<file path="src/rtl/spi_master_fifo_thr_if.sv">
// ---------------------------------------------------------------------------
// spi_master_fifo_thr_if
//   Bundles the push side, pop side, control and status signals of one
//   spi_master_fifo_thr instance.
//
//   slave  modport : the FIFO itself
//   master modport : the producer/consumer/controller surrounding the FIFO
//
//   Push side : valid_i, data_i, ready_o
//   Pop side  : valid_o, data_o, ready_i
//   Control   : clr_i (flush), err_clr_i (clear overflow)
//   Status    : elements_o, free_o, almost_full_o, almost_empty_o, overflow_o
// ---------------------------------------------------------------------------
interface spi_master_fifo_thr_if #(
    parameter int DATA_WIDTH   = 32,
    parameter int BUFFER_DEPTH = 8
);
    localparam int LOG_BUFFER_DEPTH = $clog2(BUFFER_DEPTH);

    logic                      clr_i;
    logic                      err_clr_i;
    logic                      valid_i;
    logic [DATA_WIDTH-1:0]     data_i;
    logic                      ready_o;
    logic                      valid_o;
    logic [DATA_WIDTH-1:0]     data_o;
    logic                      ready_i;
    logic [LOG_BUFFER_DEPTH:0] elements_o;
    logic [LOG_BUFFER_DEPTH:0] free_o;
    logic                      almost_full_o;
    logic                      almost_empty_o;
    logic                      overflow_o;

    modport slave (
        input  clr_i, err_clr_i, valid_i, data_i, ready_i,
        output ready_o, valid_o, data_o, elements_o, free_o,
               almost_full_o, almost_empty_o, overflow_o
    );

    modport master (
        output clr_i, err_clr_i, valid_i, data_i, ready_i,
        input  ready_o, valid_o, data_o, elements_o, free_o,
               almost_full_o, almost_empty_o, overflow_o
    );
endinterface

</file>
<file path="src/rtl/spi_master_fifo_thr.sv">
// ---------------------------------------------------------------------------
// spi_master_fifo_thr
//   Synchronous FIFO of arbitrary depth for the SPI master datapath (TX data,
//   RX data and command queues). Provides occupancy and free-space counts,
//   programmable almost-full / almost-empty flags, a sticky overflow flag and
//   an optional fall-through mode in which an empty FIFO forwards data_i to
//   data_o in the same cycle.
//
//   Ports:
//     clk_i : clock, rising edge
//     rst_i : synchronous active-high reset (control state only; the storage
//             array is never reset)
//     bus   : spi_master_fifo_thr_if.slave
//               push    valid_i / data_i / ready_o
//               pop     valid_o / data_o / ready_i
//               control clr_i (flush), err_clr_i (clear overflow)
//               status  elements_o, free_o, almost_full_o, almost_empty_o,
//                       overflow_o
// ---------------------------------------------------------------------------
module spi_master_fifo_thr #(
    parameter int DATA_WIDTH      = 32,
    parameter int BUFFER_DEPTH    = 8,
    parameter int ALMOST_FULL_TH  = BUFFER_DEPTH - 1,
    parameter int ALMOST_EMPTY_TH = 1,
    parameter bit FALL_THROUGH    = 1'b0
) (
    input  logic                      clk_i,
    input  logic                      rst_i,
    spi_master_fifo_thr_if.slave      bus
);
    localparam int LOG_BUFFER_DEPTH = $clog2(BUFFER_DEPTH);
    localparam int CNT_W            = LOG_BUFFER_DEPTH + 1;

    localparam logic [CNT_W-1:0]            DEPTH_C = CNT_W'(BUFFER_DEPTH);
    localparam logic [CNT_W-1:0]            AF_TH_C = CNT_W'(ALMOST_FULL_TH);
    localparam logic [CNT_W-1:0]            AE_TH_C = CNT_W'(ALMOST_EMPTY_TH);
    localparam logic [LOG_BUFFER_DEPTH-1:0] LAST_C  = LOG_BUFFER_DEPTH'(BUFFER_DEPTH - 1);

    // Pointers wrap explicitly at BUFFER_DEPTH-1 so any depth works, not just
    // powers of two.
    function automatic logic [LOG_BUFFER_DEPTH-1:0] ptr_next(
        input logic [LOG_BUFFER_DEPTH-1:0] ptr
    );
        if (ptr == LAST_C) begin
            return '0;
        end
        return ptr + 1'b1;
    endfunction

    logic [DATA_WIDTH-1:0]       storage [BUFFER_DEPTH];
    logic [LOG_BUFFER_DEPTH-1:0] wr_ptr_q;
    logic [LOG_BUFFER_DEPTH-1:0] rd_ptr_q;
    logic [CNT_W-1:0]            elements_q;
    logic                        overflow_q;

    logic full;
    logic empty;
    logic ft_active;
    logic ready;
    logic valid;
    logic push;
    logic pop;
    logic bypass;
    logic push_store;
    logic pop_store;

    assign full  = (elements_q == DEPTH_C);
    assign empty = (elements_q == '0);

    // Fall-through path is only live while the FIFO is empty and not being
    // flushed; the word on data_i is then the head of the queue.
    assign ft_active = FALL_THROUGH && empty && !bus.clr_i;

    assign ready = !full && !bus.clr_i;
    assign valid = ft_active ? bus.valid_i : (!empty && !bus.clr_i);

    assign push = bus.valid_i && ready;
    assign pop  = valid && bus.ready_i;

    // A fall-through word taken in the same cycle never touches storage, so
    // neither the pointers nor the occupancy move.
    assign bypass     = ft_active && bus.valid_i && bus.ready_i;
    assign push_store = push && !bypass;
    assign pop_store  = pop && !bypass;

    assign bus.ready_o        = ready;
    assign bus.valid_o        = valid;
    assign bus.data_o         = ft_active ? bus.data_i : storage[rd_ptr_q];
    assign bus.elements_o     = elements_q;
    assign bus.free_o         = DEPTH_C - elements_q;
    assign bus.almost_full_o  = (elements_q >= AF_TH_C);
    assign bus.almost_empty_o = (elements_q <= AE_TH_C);
    assign bus.overflow_o     = overflow_q;

    // Control state: pointers, occupancy and overflow flag.
    always_ff @(posedge clk_i) begin
        if (rst_i) begin
            wr_ptr_q   <= '0;
            rd_ptr_q   <= '0;
            elements_q <= '0;
            overflow_q <= 1'b0;
        end else if (bus.clr_i) begin
            wr_ptr_q   <= '0;
            rd_ptr_q   <= '0;
            elements_q <= '0;
            overflow_q <= 1'b0;
        end else begin
            if (push_store) begin
                wr_ptr_q <= ptr_next(wr_ptr_q);
            end
            if (pop_store) begin
                rd_ptr_q <= ptr_next(rd_ptr_q);
            end
            case ({push_store, pop_store})
                2'b10:   elements_q <= elements_q + 1'b1;
                2'b01:   elements_q <= elements_q - 1'b1;
                default: elements_q <= elements_q;
            endcase
            // A new overflow wins over a clear request in the same cycle.
            if (bus.valid_i && full) begin
                overflow_q <= 1'b1;
            end else if (bus.err_clr_i) begin
                overflow_q <= 1'b0;
            end
        end
    end

    // Data storage: written on stored pushes only, never reset.
    always_ff @(posedge clk_i) begin
        if (push_store) begin
            storage[wr_ptr_q] <= bus.data_i;
        end
    end
endmodule

</file>
<file path="src/flat_wrapper.sv">
// flat-port wrapper written by rule: the top's interface ports become plain ports
module spi_master_fifo_thr_flat 
#(
    parameter int DATA_WIDTH      = 32,
    parameter int BUFFER_DEPTH    = 8,
    parameter int ALMOST_FULL_TH  = BUFFER_DEPTH - 1,
    parameter int ALMOST_EMPTY_TH = 1,
    parameter bit FALL_THROUGH    = 1'b0
)
  (clk_i, rst_i, bus_clr_i, bus_err_clr_i, bus_valid_i, bus_data_i, bus_ready_i, bus_ready_o, bus_valid_o, bus_data_o, bus_elements_o, bus_free_o, bus_almost_full_o, bus_almost_empty_o, bus_overflow_o);
  spi_master_fifo_thr_if #(.DATA_WIDTH(DATA_WIDTH), .BUFFER_DEPTH(BUFFER_DEPTH)) bus_i ();
  input  logic clk_i;
  input  logic rst_i;
  input wire logic [$bits(bus_i.clr_i)-1:0] bus_clr_i;
  input wire logic [$bits(bus_i.err_clr_i)-1:0] bus_err_clr_i;
  input wire logic [$bits(bus_i.valid_i)-1:0] bus_valid_i;
  input wire logic [$bits(bus_i.data_i)-1:0] bus_data_i;
  input wire logic [$bits(bus_i.ready_i)-1:0] bus_ready_i;
  output wire logic [$bits(bus_i.ready_o)-1:0] bus_ready_o;
  output wire logic [$bits(bus_i.valid_o)-1:0] bus_valid_o;
  output wire logic [$bits(bus_i.data_o)-1:0] bus_data_o;
  output wire logic [$bits(bus_i.elements_o)-1:0] bus_elements_o;
  output wire logic [$bits(bus_i.free_o)-1:0] bus_free_o;
  output wire logic [$bits(bus_i.almost_full_o)-1:0] bus_almost_full_o;
  output wire logic [$bits(bus_i.almost_empty_o)-1:0] bus_almost_empty_o;
  output wire logic [$bits(bus_i.overflow_o)-1:0] bus_overflow_o;
  assign bus_i.clr_i = bus_clr_i;
  assign bus_i.err_clr_i = bus_err_clr_i;
  assign bus_i.valid_i = bus_valid_i;
  assign bus_i.data_i = bus_data_i;
  assign bus_i.ready_i = bus_ready_i;
  assign bus_ready_o = bus_i.ready_o;
  assign bus_valid_o = bus_i.valid_o;
  assign bus_data_o = bus_i.data_o;
  assign bus_elements_o = bus_i.elements_o;
  assign bus_free_o = bus_i.free_o;
  assign bus_almost_full_o = bus_i.almost_full_o;
  assign bus_almost_empty_o = bus_i.almost_empty_o;
  assign bus_overflow_o = bus_i.overflow_o;
  spi_master_fifo_thr #(.DATA_WIDTH(DATA_WIDTH), .BUFFER_DEPTH(BUFFER_DEPTH), .ALMOST_FULL_TH(ALMOST_FULL_TH), .ALMOST_EMPTY_TH(ALMOST_EMPTY_TH), .FALL_THROUGH(FALL_THROUGH)) u_core (.clk_i(clk_i), .rst_i(rst_i), .bus(bus_i));
endmodule
</file>
<file path="config.mk">
export PLATFORM = sky130hd
export DESIGN_NAME = spi_master_fifo_thr_flat
export DESIGN_NICKNAME = d
export VERILOG_FILES = /design/src/rtl/spi_master_fifo_thr_if.sv /design/src/rtl/spi_master_fifo_thr.sv /design/src/flat_wrapper.sv
export SDC_FILE = /design/constraint.sdc
export NUM_CORES = 1
export LEC_CHECK = 0
export ABC_CLOCK_PERIOD_IN_PS = 6900
export CORE_MARGIN = 8
export CORE_UTILIZATION = 30
export DETAILED_ROUTE_END_ITERATION = 8
export GPL_TIMING_DRIVEN = 0
export PLACE_DENSITY = 0.48
export SKIP_CTS_REPAIR_TIMING = 1
export SYNTH_ARGS = -nofsm -noshare
export SYNTH_HDL_FRONTEND = slang
export SYNTH_SLANG_ARGS = --single-unit
</file>
<file path="constraint.sdc">
create_clock -name clk_i -period 6.9 [get_ports clk_i]
set_clock_uncertainty 0.2 [all_clocks]
set_input_delay 0.69 -clock clk_i [delete_from_list [all_inputs] [get_ports clk_i]]
set_output_delay 0.69 -clock clk_i [all_outputs]
set_load 0.005 [all_outputs]
</file>
After elaboration in Yosys (flattened, before gate mapping). Memories as Yosys holds them, arrays and structs flattened. A register that Yosys moved wholly into a read port is not among the register bits. Cells that the tools add are included.

Equality and inequality tests: 5. $add $sub $neg: 5. Reduce and logical (&&, ||, !) cells: 12. Multiplexer cells: 19. $lt $le $gt $ge: 2.

Operators with widths (number): $mux W3 (6); $mux W1 (12); $pmux W4 S2 (1); $add A3 B1 Y3 const B (2); $eq A3 B3 Y1 const B (2); $logic_and A1 B1 Y1 (5); $add A4 B1 Y4 const B (1); $eq A4 B4 Y1 const B (1); $ge A4 B3 Y1 const B (1); $le A4 B1 Y1 const B (1); $logic_not A4 Y1 (1); $reduce_bool A2 Y1 (2); $sub A4 B1 Y4 const B (1); $sub A4 B4 Y4 const A (1); $logic_not A1 Y1 (3); $eq A2 B1 Y1 const B (1); $eq A2 B2 Y1 const B (1); $reduce_or A2 Y1 (1).

Word-level logic and storage cells: 48. Flip-flop bits (word level): 11. Bits in writable memories: 256. Memories: 1. Input port bits: 38.

Memories: u_core.storage (depth 8, bits a word 32, rd ports 1, clocked after Yosys merged registers in 1, wr ports 1, line spi_master_fifo_thr.sv:50) `logic [DATA_WIDTH-1:0] storage [BUFFER_DEPTH];`.

Longest topological paths before layout.
Word-level depth: 10. Gate-level depth with buffers: 9.

Worst setup path before layout. Ideal clock, no wire load.

Path kind: reg-to-reg. Start: reg u_core.elements_q[0], in the netlist u_core.bus.elements_o[0]. End: mem u_core.storage[0][0] (enable). Required time: 6.199 ns. Arrival time: 4.136 ns. Slack: 2.062 ns. Cell stages (with the launch flop): 6. Cells stage by stage: dfxtp_1 -> inv_1 -> ha_1 -> nand3b_1 -> nand2_1 -> nor4_1.

Cells in the longest elaborated chain, start to end: 6.

Ends and longest elaborated chain: from (decl) (line spi_master_fifo_thr.sv:53) `logic [CNT_W-1:0] elements_q;`; from (signal assigned) (line spi_master_fifo_thr.sv:115) `2'b10: elements_q <= elements_q + 1'b1;`; from (signal assigned) (line spi_master_fifo_thr.sv:116) `2'b01: elements_q <= elements_q - 1'b1;`; from (signal assigned) (line spi_master_fifo_thr.sv:117) `default: elements_q <= elements_q;`; $eq A4 B4 Y1 (line spi_master_fifo_thr.sv:67) `assign full = (elements_q == DEPTH_C);`; $logic_not A1 Y1 (line spi_master_fifo_thr.sv:74) `assign ready = !full && !bus.clr_i;`; $logic_and A1 B1 Y1 (line spi_master_fifo_thr.sv:74); $logic_and A1 B1 Y1 (line spi_master_fifo_thr.sv:77) `assign push = bus.valid_i && ready;`; $mux W1 (line spi_master_fifo_thr.sv:130) `if (push_store) begin`; $mux W1 (not written as such) (line spi_master_fifo_thr.sv:131) `storage[wr_ptr_q] <= bus.data_i;`; to (decl) (line spi_master_fifo_thr.sv:50).

Every way passes these cells.

==> flow_summary.toml <==
[status]
status = "finished, final reports clean"

[synth]
ys_ff_latch = 270
yosysTopAreaCell = "edfxtp_1"
synth.distinct_cells = 36
yosysWarningCount = 0
syn_avg_cell_area_sq_um = 22.81
synthArstFlopShare = 0
synth_common_cells = "edfxtp_1 (256), mux4_1 (40), mux2_2 (32)"
syn_area_sq_um = 10580
ys.flop_type = "edfxtp_1"
synth_top_area_share = 0.7264
synth_edf_count = 256
syn-num-nets = 510
yosysMostFrequentCell = "edfxtp_1"
syn_inst = 464
yosysSeqAreaShare = 0.7529
yosys-top-cells-area = "edfxtp_1 (73%), mux4_1 (9.9%), mux4_2 (5.1%), mux2_2 (3.4%), dfxtp_1 (2.6%)"

[timing]
drv_slew = 0
post-route-min-period_ns = 3.742
worstMarginPinSlew_ns = 0.7964
fmax_mhz = 267.3
hold_viol = 0
slew_headroom = 0.4690
grt_setup_unrepaired = "no"
period_share = 0.5422
setup-violations-final = 0
hold-worst-slack_ns = 0.3013

[cts]
cts.sink_count = 270
cts_buffers = 29
root_buffer = "clkbuf_16"
clk_latency_ns = 0.54
cts_tree = "done"
path_clk_slew_ns = 0.06
clock_path_buffers = 3
htree_num_levels = 1

[route]
wl_mm = 23.28
via_count = 4998
first_pass_iters = 4
ant_nets = 0
drc = 0
wl_per_cell_microns = 21.58
drt-initial-drc-count = 245
via_per_inst = 4.632

[setup_path]
worstPathCellList = "clkbuf_1 > buf_2 > mux4_1 > mux2_2 > clkdlybuf4s50_1"
crit_arrival_ns = 2.85
endpoint_kind = "output port"
critical_path.max_stage_delay_ns = 0.48
critPathLaunchType = "flip-flop"
crit_type = "flip-flop to output port"
reg2reg_slack_ns = 3.80
critPathSlowestCell = "clkdlybuf4s50_1"
cp.required_ns = 6.01
crit_path_max_fanout = 10

[min_path]
hold_path_class = "flip-flop to flip-flop"

[floorplanning]
start_util = 0.3056
dieArea_sq_um = 41540
coreArea_sq_um = 34630
io-pin-count = 83
std_cell_rows = 68
die_h_microns = 203.8
die_w_microns = 203.8

[global_routing]
grt_pass1_wl_mm = 34.73
grt_pass1_vias = 5506
antenna_found_initial = 0
grt-ovfl-total = 0
grt_usage = 0.1109
grt_max_degree = 23

[place]
dp_hpwl_mm = 15.49
port_buffers = 82
dp.cells = 1026
gp_congestion = 0.6872

[job]
cap_violations = 0

[cells_and_area]
fin_nets = 648
area_delta_synth_final_pct = 24.58
diodes = 0
fill_cells = 3110
fin_cells = 1079
drive_above_1_share = 0.2340

[power]
vdd_drop_max_mv = 0.1546
power_leakage_nw = 4.200
p_per_area_nw_per_um2 = 253.9
-- layout by cell type (no fill, tap or decap), types with 3 or more instances in the layout --
master	count
buf_12	3
buf_4	7
nor2_1	6
ha_1	8
xor2_1	3
clkbuf_16	29
nor2_4	3
a21oi_1	6
mux2i_1	4
nor2b_1	3
clkdlybuf4s50_1	82
clkbuf_1	14
buf_2	7
nand3_1	3
clkinv_1	7
edfxtp_1	256
mux4_2	24
mux2_2	32
o21ai_0	5
clkinv_2	5
buf_6	23
mux4_1	40
nor3_2	4
nand2b_1	3
nand2_1	7
dfxtp_1	14
-- flip-flops by register name, summed over array words and instances (netlist names), named ones only --
register and cells:
u_core.rd_ptr_q 3, u_core.bus.overflow_o 1, u_core.bus.elements_o 4, u_core.wr_ptr_q 3
u_core.storage 256
-- power breakdown --
part	internal [mW]	total [mW]	switching (mW)
combinational	0.0661	0.120	0.0538
clock	0.827	1.42	0.592
sequential	1.80	1.81	0.00389
total	2.70	3.35	0.650
-- kinds of logic (layout without fill, tap and decap cells) --
| family | after synthesis | in the layout | synth area share |
|---|---|---|---|
| AOI/OAI and AO/OA | 14 | 14 | 0.007685 |
| xor gates and xnor gates | 4 | 4 | 0.003311 |
| adders and majority gates | 8 | 8 | 0.009459 |
| buffers and inverters | 25 | 185 | 0.01572 |
| DFF | 270 | 270 | 0.7529 |
| muxes | 100 | 100 | 0.1882 |
| and+or+nand+nor | 43 | 43 | 0.02270 |
-- worst paths after layout --
kind	start	end	cells past startpoint
worst min-delay path	u_core.rd_ptr_q[1]	u_core.rd_ptr_q[1]	2
worst max-delay path	flip-flop	bus_data_o[19]	5
worst min register to register	u_core.rd_ptr_q[1]	u_core.rd_ptr_q[1]	2
worst max register to register	u_core.bus.elements_o[0]	u_core.storage[1][15]	8
-- critical path, delay by kind of cell, from the launching register on --
kind / cells / cell delay (ns)
buf+inv: 3 / 1.36
flops: 1 / 0.30
mux: 2 / 0.65
-- final cells by class --
cell class / count / area, sq um / share of cell area
Sequential cell: 270 / 7968 / 0.6043
Multi-Input combinational cell: 169 / 2497 / 0.1894
Timing Repair Buffer: 107 / 1110 / 0.08418
Clock buffer: 39 / 783.3 / 0.05941
Tap cell: 455 / 569.3 / 0.04318
Buffer: 23 / 158.9 / 0.01205
Clock inverter: 14 / 90.09 / 0.006833
Inverter: 2 / 7.507 / 0.0005694
-- metal layers --
metal / share of wire / vias to the layer above / wire [microns] / global-route usage
li1: - / 2255 / - / -
met1: 0.44 / 2621 / 10310 / 0.1409
met2: 0.50 / 94 / 11590 / 0.1927
met3: 0.047 / 28 / 1093 / 0.02330
met4: 0.012 / 0 / 287 / 0.02357
met5: 0 / - / 0 / 0
-- stage by stage --
step	power, mW	cell area, sq um	setup TNS (ns)	setup WS [ns]	util
6_report	3.348	13180	0	3.159	0.3807
5_1_grt	3.462	13180	0	3.000	0.3807
4_1_cts	3.391	13180	0	3.053	0.3807
3_5_place_dp	1.965	12310	0	3.247	0.3555
3_3_place_gp	1.959	11970	-157.62	-2.625	0.3458
2_1_floorplan	1.884	10580	0	2.062	-
Note: power is estimated with default switching activity, not from simulation.
